==> src/rtl/digit_scan.sv <==
// Time-multiplexed scanner: one 3-bit digit per slot on digit_out, one-hot select
// delayed a clock to match the decoder register, frame-synchronous value load.
module digit_scan #(
   parameter int n      = 8,
   parameter int DIGITS = 4,
   parameter int DIV    = 1000,
   parameter int BLANK  = 16
) (
   input  logic                  clock,
   input  logic                  reset_n,
   input  logic                  enable,
   input  logic                  load,
   input  logic [3*DIGITS-1:0]   data_in,
   output logic [n-1:0]          digit_out,
   output logic [DIGITS-1:0]     sel,
   output logic                  load_ack
);

   localparam int PW = $clog2(DIV);
   localparam int IW = $clog2(DIGITS);

   logic [3*DIGITS-1:0] r_active;
   logic [3*DIGITS-1:0] r_pending;
   logic                r_pend_valid;
   logic [IW-1:0]       r_idx;
   logic [PW-1:0]       r_presc;
   logic [DIGITS-1:0]   r_sel_pre;
   logic [DIGITS-1:0]   r_sel;
   logic [n-1:0]        r_digit;
   logic                r_ack;

   logic                w_wrap;
   logic                w_frame;
   logic [PW-1:0]       w_presc_nxt;
   logic [IW-1:0]       w_idx_nxt;
   logic [3*DIGITS-1:0] w_active_nxt;
   logic [3*DIGITS-1:0] w_shifted;
   logic [DIGITS-1:0]   w_sel_pre_nxt;

   assign w_wrap  = (r_presc == PW'(DIV - 1));
   assign w_frame = enable && w_wrap && (r_idx == IW'(DIGITS - 1));

   // digit_out and sel_pre are computed from the next slot position so they
   // change on the same edge as idx/presc rather than a cycle later.
   always_comb begin
      w_presc_nxt   = '0;
      w_idx_nxt     = '0;
      w_active_nxt  = r_active;
      w_sel_pre_nxt = '0;
      if (enable) begin
         if (w_wrap) begin
            w_idx_nxt = (r_idx == IW'(DIGITS - 1)) ? '0 : r_idx + 1'b1;
         end else begin
            w_presc_nxt = r_presc + 1'b1;
            w_idx_nxt   = r_idx;
         end
         if (int'(w_presc_nxt) >= BLANK)
            w_sel_pre_nxt = DIGITS'(1) << w_idx_nxt;
      end
      if (w_frame) begin
         if (load)
            w_active_nxt = data_in;
         else if (r_pend_valid)
            w_active_nxt = r_pending;
      end
      w_shifted = w_active_nxt >> (3 * w_idx_nxt);
   end

   always_ff @(posedge clock or negedge reset_n) begin
      if (!reset_n) begin
         r_active     <= '0;
         r_pending    <= '0;
         r_pend_valid <= 1'b0;
         r_idx        <= '0;
         r_presc      <= '0;
         r_sel_pre    <= '0;
         r_sel        <= '0;
         r_digit      <= '0;
         r_ack        <= 1'b0;
      end else begin
         r_presc   <= w_presc_nxt;
         r_idx     <= w_idx_nxt;
         r_sel_pre <= w_sel_pre_nxt;
         r_sel     <= r_sel_pre;
         r_active  <= w_active_nxt;
         r_digit   <= n'(w_shifted[2:0]);
         r_ack     <= w_frame && (load || r_pend_valid);
         if (w_frame) begin
            r_pend_valid <= 1'b0;
         end else if (load) begin
            r_pending    <= data_in;
            r_pend_valid <= 1'b1;
         end
      end
   end

   assign digit_out = r_digit;
   assign sel       = r_sel;
   assign load_ack  = r_ack;

endmodule
==> config.mk <==
export PLATFORM = sky130hd
export DESIGN_NAME = digit_scan
export DESIGN_NICKNAME = d
export VERILOG_FILES = /design/src/rtl/digit_scan.sv
export SDC_FILE = /design/constraint.sdc
export NUM_CORES = 1
export LEC_CHECK = 0
export ABC_AREA = 1
export CELL_PAD_IN_SITES_DETAIL_PLACEMENT = 0
export CELL_PAD_IN_SITES_GLOBAL_PLACEMENT = 1
export CORE_MARGIN = 2
export CORE_UTILIZATION = 37
export CTS_CLUSTER_DIAMETER = 200
export DETAILED_ROUTE_END_ITERATION = 16
export PLACE_DENSITY = 0.74
export SLEW_MARGIN = 25
export SYNTH_ARGS = -nofsm -noshare
export SYNTH_HDL_FRONTEND = slang
export SYNTH_SLANG_ARGS = --single-unit
==> constraint.sdc <==
create_clock -name clock -period 1.5 [get_ports clock]
set_input_delay 0.3 -clock clock [delete_from_list [all_inputs] [get_ports clock]]
set_output_delay 0.3 -clock clock [all_outputs]
set_load 0.02 [all_outputs]
==> impl_metrics.prom, run 1 <==
# TYPE chip_impl_metric gauge
chip_impl_info{name="outcome",value="complete, but fails checks"} 1
chip_impl_info{name="violations",value="setup timing"} 1
chip_impl_metric{name="die-area",unit="um^2"} 7660
chip_impl_info{name="rsz0062_at_grt",value="true"} 1
chip_impl_metric{name="p_leak",unit="nW"} 1.95
chip_impl_metric{name="max_cap_violations",unit=""} 0
chip_impl_metric{name="cts.htree.levels",unit=""} 2
chip_impl_metric{name="internal_power_summed_over_all_cells",unit="mW"} 2.00
chip_impl_metric{name="syn2layout_area_growth",unit="%"} 47.5
chip_impl_info{name="cts_tree",value="done"} 1
chip_impl_info{name="netlist_top_cells_count",value="sky130_fd_sc_hd__nand2_1, sky130_fd_sc_hd__inv_1, sky130_fd_sc_hd__dfrtp_1, sky130_fd_sc_hd__nand3_1, sky130_fd_sc_hd__nor2_1"} 1
chip_impl_metric{name="numClockSinks",unit=""} 49
chip_impl_metric{name="grt_use_met2",unit=""} 0.333
chip_impl_metric{name="grt_max_degree",unit=""} 25
chip_impl_info{name="critical_path.most_common_cell",value="sky130_fd_sc_hd__nand2_2"} 1
chip_impl_metric{name="worst_setup_hold_path_clk_slew",unit="ns"} 0.10
chip_impl_metric{name="postSynthRegisterBits",unit=""} 49
chip_impl_metric{name="routed_vias",unit=""} 2423
chip_impl_metric{name="core_area",unit="um^2"} 6760
chip_impl_info{name="postSynth.topFlopCell",value="sky130_fd_sc_hd__dfrtp_1"} 1
chip_impl_metric{name="power.combinational.fraction",unit=""} 0.091
chip_impl_metric{name="worstPathMaxFanout",unit=""} 5
chip_impl_metric{name="routed_wire_length",unit="um"} 6650
chip_impl_info{name="cp_slowest_cell",value="sky130_fd_sc_hd__dfrtp_1"} 1
chip_impl_metric{name="insertedDiodeCount",unit=""} 0
chip_impl_metric{name="min_period",unit="ns"} 1.61
chip_impl_metric{name="first_global_vias",unit=""} 2429
chip_impl_metric{name="synth_edf_count",unit=""} 0
chip_impl_metric{name="post_route_cells_drive_above_1_share",unit=""} 0.360
chip_impl_metric{name="initial_standard_cell_utilization_of_the_core",unit=""} 0.382
chip_impl_metric{name="globalRouteMet1Util",unit=""} 0.232
chip_impl_metric{name="seq_area",unit="um^2"} 1230
chip_impl_metric{name="synth.avg_cell_area",unit="um^2"} 7.48
chip_impl_metric{name="post-layout-total-power",unit="mW"} 2.62
chip_impl_info{name="grt_most_used_layer",value="met2"} 1
chip_impl_metric{name="layout.filler_cells",unit=""} 630
chip_impl_metric{name="worst-endpoint-arrival",unit="ns"} 1.87
chip_impl_info{name="post-synth-top-area-cell",value="sky130_fd_sc_hd__dfrtp_1"} 1
chip_impl_metric{name="antenna_left",unit=""} 0
chip_impl_info{name="synth_most_common_cell",value="sky130_fd_sc_hd__nand2_1"} 1
chip_impl_metric{name="wire_per_inst",unit="um"} 12.7
chip_impl_metric{name="cts-buffers-inserted",unit=""} 5
chip_impl_metric{name="place.port_buffers",unit=""} 23
chip_impl_metric{name="sw_frac_of_total",unit=""} 0.235
chip_impl_metric{name="rr_worst_depth",unit=""} 11
chip_impl_metric{name="clock_path_buffers",unit=""} 2
chip_impl_metric{name="crit_required",unit="ns"} 1.76
chip_impl_metric{name="synth_cell_types",unit=""} 30
chip_impl_metric{name="grt_first_pass_wirelength",unit="um"} 11000
chip_impl_metric{name="synth_seq_area_share",unit=""} 0.475
chip_impl_metric{name="finalHoldWorstSlack",unit="ns"} 0.353
chip_impl_metric{name="hold-path-cell-count",unit=""} 0
chip_impl_info{name="cp-end-kind",value="register"} 1
chip_impl_metric{name="post-route-drc-count",unit=""} 0
chip_impl_metric{name="route.detailed.vias_per_inst",unit=""} 4.64
chip_impl_metric{name="vdd_ir_drop_max",unit="mV"} 0.407
chip_impl_metric{name="top_level_ports",unit=""} 29
chip_impl_metric{name="multi_input_comb_area",unit="um^2"} 1300
chip_impl_metric{name="use_met3",unit=""} 0.0313
chip_impl_metric{name="preCtsSetupSlack",unit="ns"} -0.273
chip_impl_metric{name="groute.usage.overall",unit=""} 0.184
chip_impl_metric{name="finClkSkew",unit="ns"} 0.0132
chip_impl_metric{name="maxClockFrequency",unit="MHz"} 621
chip_impl_metric{name="grt_overflow_total",unit=""} 0
chip_impl_metric{name="drt_pass1_iterations",unit=""} 4
chip_impl_info{name="cp-start-kind",value="register"} 1
chip_impl_metric{name="power.sequential.fraction",unit=""} 0.525
chip_impl_metric{name="async_flop_share",unit=""} 1.00
chip_impl_info{name="post_synth_main_area_contributors",value="sky130_fd_sc_hd__dfrtp_1, sky130_fd_sc_hd__nand2_1, sky130_fd_sc_hd__inv_1"} 1
chip_impl_metric{name="synthesis.area",unit="um^2"} 2580
chip_impl_metric{name="critPathMaxStageDelay",unit="ns"} 0.40
chip_impl_metric{name="drtIter0Drc",unit=""} 80
chip_impl_metric{name="grt_antenna_before_repair",unit=""} 0
chip_impl_metric{name="clock_latency",unit="ns"} 0.31
chip_impl_metric{name="power.switching",unit="mW"} 0.616
chip_impl_metric{name="fin_tns_setup",unit="ns"} -1.03
chip_impl_metric{name="synth.top_cell.area_share",unit=""} 0.475
chip_impl_metric{name="final-setup-viol-count",unit=""} 25
chip_impl_metric{name="dp.final_hpwl",unit="um"} 4690
chip_impl_metric{name="cellPowerDensity",unit="nW/um^2"} 688
chip_impl_metric{name="gp_congestion",unit=""} 0.862
chip_impl_metric{name="placementRows",unit=""} 30
chip_impl_metric{name="final-max-slew-violation-count",unit=""} 0
chip_impl_metric{name="chipHeight",unit="um"} 87.5
chip_impl_metric{name="die_width",unit="um"} 87.5
chip_impl_metric{name="synth.yosys.warnings",unit=""} 0
chip_impl_metric{name="power.clock.fraction",unit=""} 0.383
chip_impl_info{name="root_buffer",value="sky130_fd_sc_hd__clkbuf_8"} 1
chip_impl_metric{name="netlist_instances",unit=""} 345
chip_impl_metric{name="hold_viol_final",unit=""} 0
chip_impl_info{name="critical_path.cell_chain",value="ha_4, nand2_4, nor2_4, buf_6, nand3_4, buf_6, nand2_2, nand2_2, nand2_2, nand3_2, nand2_1"} 1
chip_impl_metric{name="fin_crit_sh",unit=""} 1.07
chip_impl_info{name="timing.setup.critical_path_class",value="reg -> reg"} 1
chip_impl_metric{name="timing.final.ws_setup",unit="ns"} -0.110
chip_impl_info{name="hp-class",value="reg -> reg"} 1
chip_impl_metric{name="num-nets-final",unit=""} 459
state kept, by name, indices dropped and copies added, names as in the netlist:
signal        flops
r_sel_pre         4
r_pending        12
r_active         12
load_ack          1
r_idx             2
r_presc          10
digit_out         3
r_pend_valid      1
sel               4
critical path: cells and delay by family (launching register included):
family / cells / cell delay [ns]
adders and majority gates: 1 / 0.17
DFF: 1 / 0.40
buffers and inverters: 2 / 0.30
and+or+nand+nor: 8 / 0.70
power by group through the flow:
| stage | logic (mW) | clock network (mW) | registers [mW] |
|---|---|---|---|
| global route | 0.275 | 1.09 | 1.38 |
| global placement | 0.224 | 0 | 1.40 |
| floorplan | 0.119 | 0 | 1.40 |
| CTS | 0.238 | 1.03 | 1.38 |
| detailed placement | 0.226 | 0 | 1.40 |
| finish | 0.239 | 1.00 | 1.38 |
cell type report:
class / instances / share of cell area
Clock buffer: 6 / 0.0217
Sequential cell: 49 / 0.322
Clock inverter: 2 / 0.00986
Inverter: 61 / 0.0625
Tap cell: 80 / 0.0263
Timing Repair Buffer: 95 / 0.215
Multi-Input combinational cell: 229 / 0.343
logic make-up (layout without fill, tap and decap cells):
logic type | count (synthesis) | count (layout) | share of synthesized area
AO/OA/AOI/OAI | 26 | 26 | 0.0529
XOR/XNOR | 1 | 1 | 0.00340
adder cells (fa/ha/maj) | 2 | 2 | 0.00970
buffers and inverters | 72 | 164 | 0.120
flip-flops | 49 | 49 | 0.475
other | 1 | 5 | 0.00145
AND/OR/NAND/NOR | 194 | 195 | 0.338
cell usage in the layout, fill, tap and decap left out, types with 11 or more instances in the layout:
cell	n
sky130_fd_sc_hd__nand3_1	22
sky130_fd_sc_hd__buf_6	12
sky130_fd_sc_hd__nor2_1	18
sky130_fd_sc_hd__nand2_2	30
sky130_fd_sc_hd__inv_1	48
sky130_fd_sc_hd__dfrtp_1	49
sky130_fd_sc_hd__o21ai_0	13
sky130_fd_sc_hd__clkdlybuf4s50_1	13
sky130_fd_sc_hd__nand2_1	86
sky130_fd_sc_hd__inv_2	11
sky130_fd_sc_hd__buf_4	58
metal layers:
metal | wire length [um] | share of wire
met3 | 206 | 0.031
met2 | 3420 | 0.51
met5 | 0 | 0
met1 | 2950 | 0.44
met4 | 77 | 0.012
worst paths after layout:
check                           slack (ns)                         to              startpoint
worst max-delay path                 -0.11     digit_out[1]$_DFF_PN0_    r_presc[0]$_DFF_PN0_
worst min-delay path                  0.35           sel[3]$_DFF_PN0_  r_sel_pre[3]$_DFF_PN0_
worst max register to register       -0.11     digit_out[1]$_DFF_PN0_    r_presc[0]$_DFF_PN0_
worst min register to register        0.35           sel[3]$_DFF_PN0_  r_sel_pre[3]$_DFF_PN0_
max in group asynchronous             0.57       r_presc[5]$_DFF_PN0_                 reset_n
min in group asynchronous             0.41  r_pending[11]$_DFFE_PN0P_                 reset_n
metrics by stage:
stage,util,cell area [um^2],cells
after floorplan,-,2610,349
after global placement,0.489,3300,499
after detailed placement,0.489,3300,499
after CTS,0.541,3650,519
after global routing,0.563,3810,522
final,0.563,3810,522
repair_timing:
| action | in CTS | in global routing |
|---|---|---|
| gates cloned | 1 | 1 |
| hold endpoints to repair | 11 | 0 |
| gates resized for setup | 58 | 39 |
| setup buffers | 10 | 3 |
| hold buffers | 1 | 0 |
| endpoints found under the setup margin | 37 | 36 |
| pin swaps | 12 | 27 |
(Power assumes the default switching activity.)
==> run 2, diff against run 1 <==
- HOLD_SLACK_MARGIN: default -> 0.06
==> results of run 2 <==
Same layout as run 1: the final DEF is identical, and so are final timing and power.
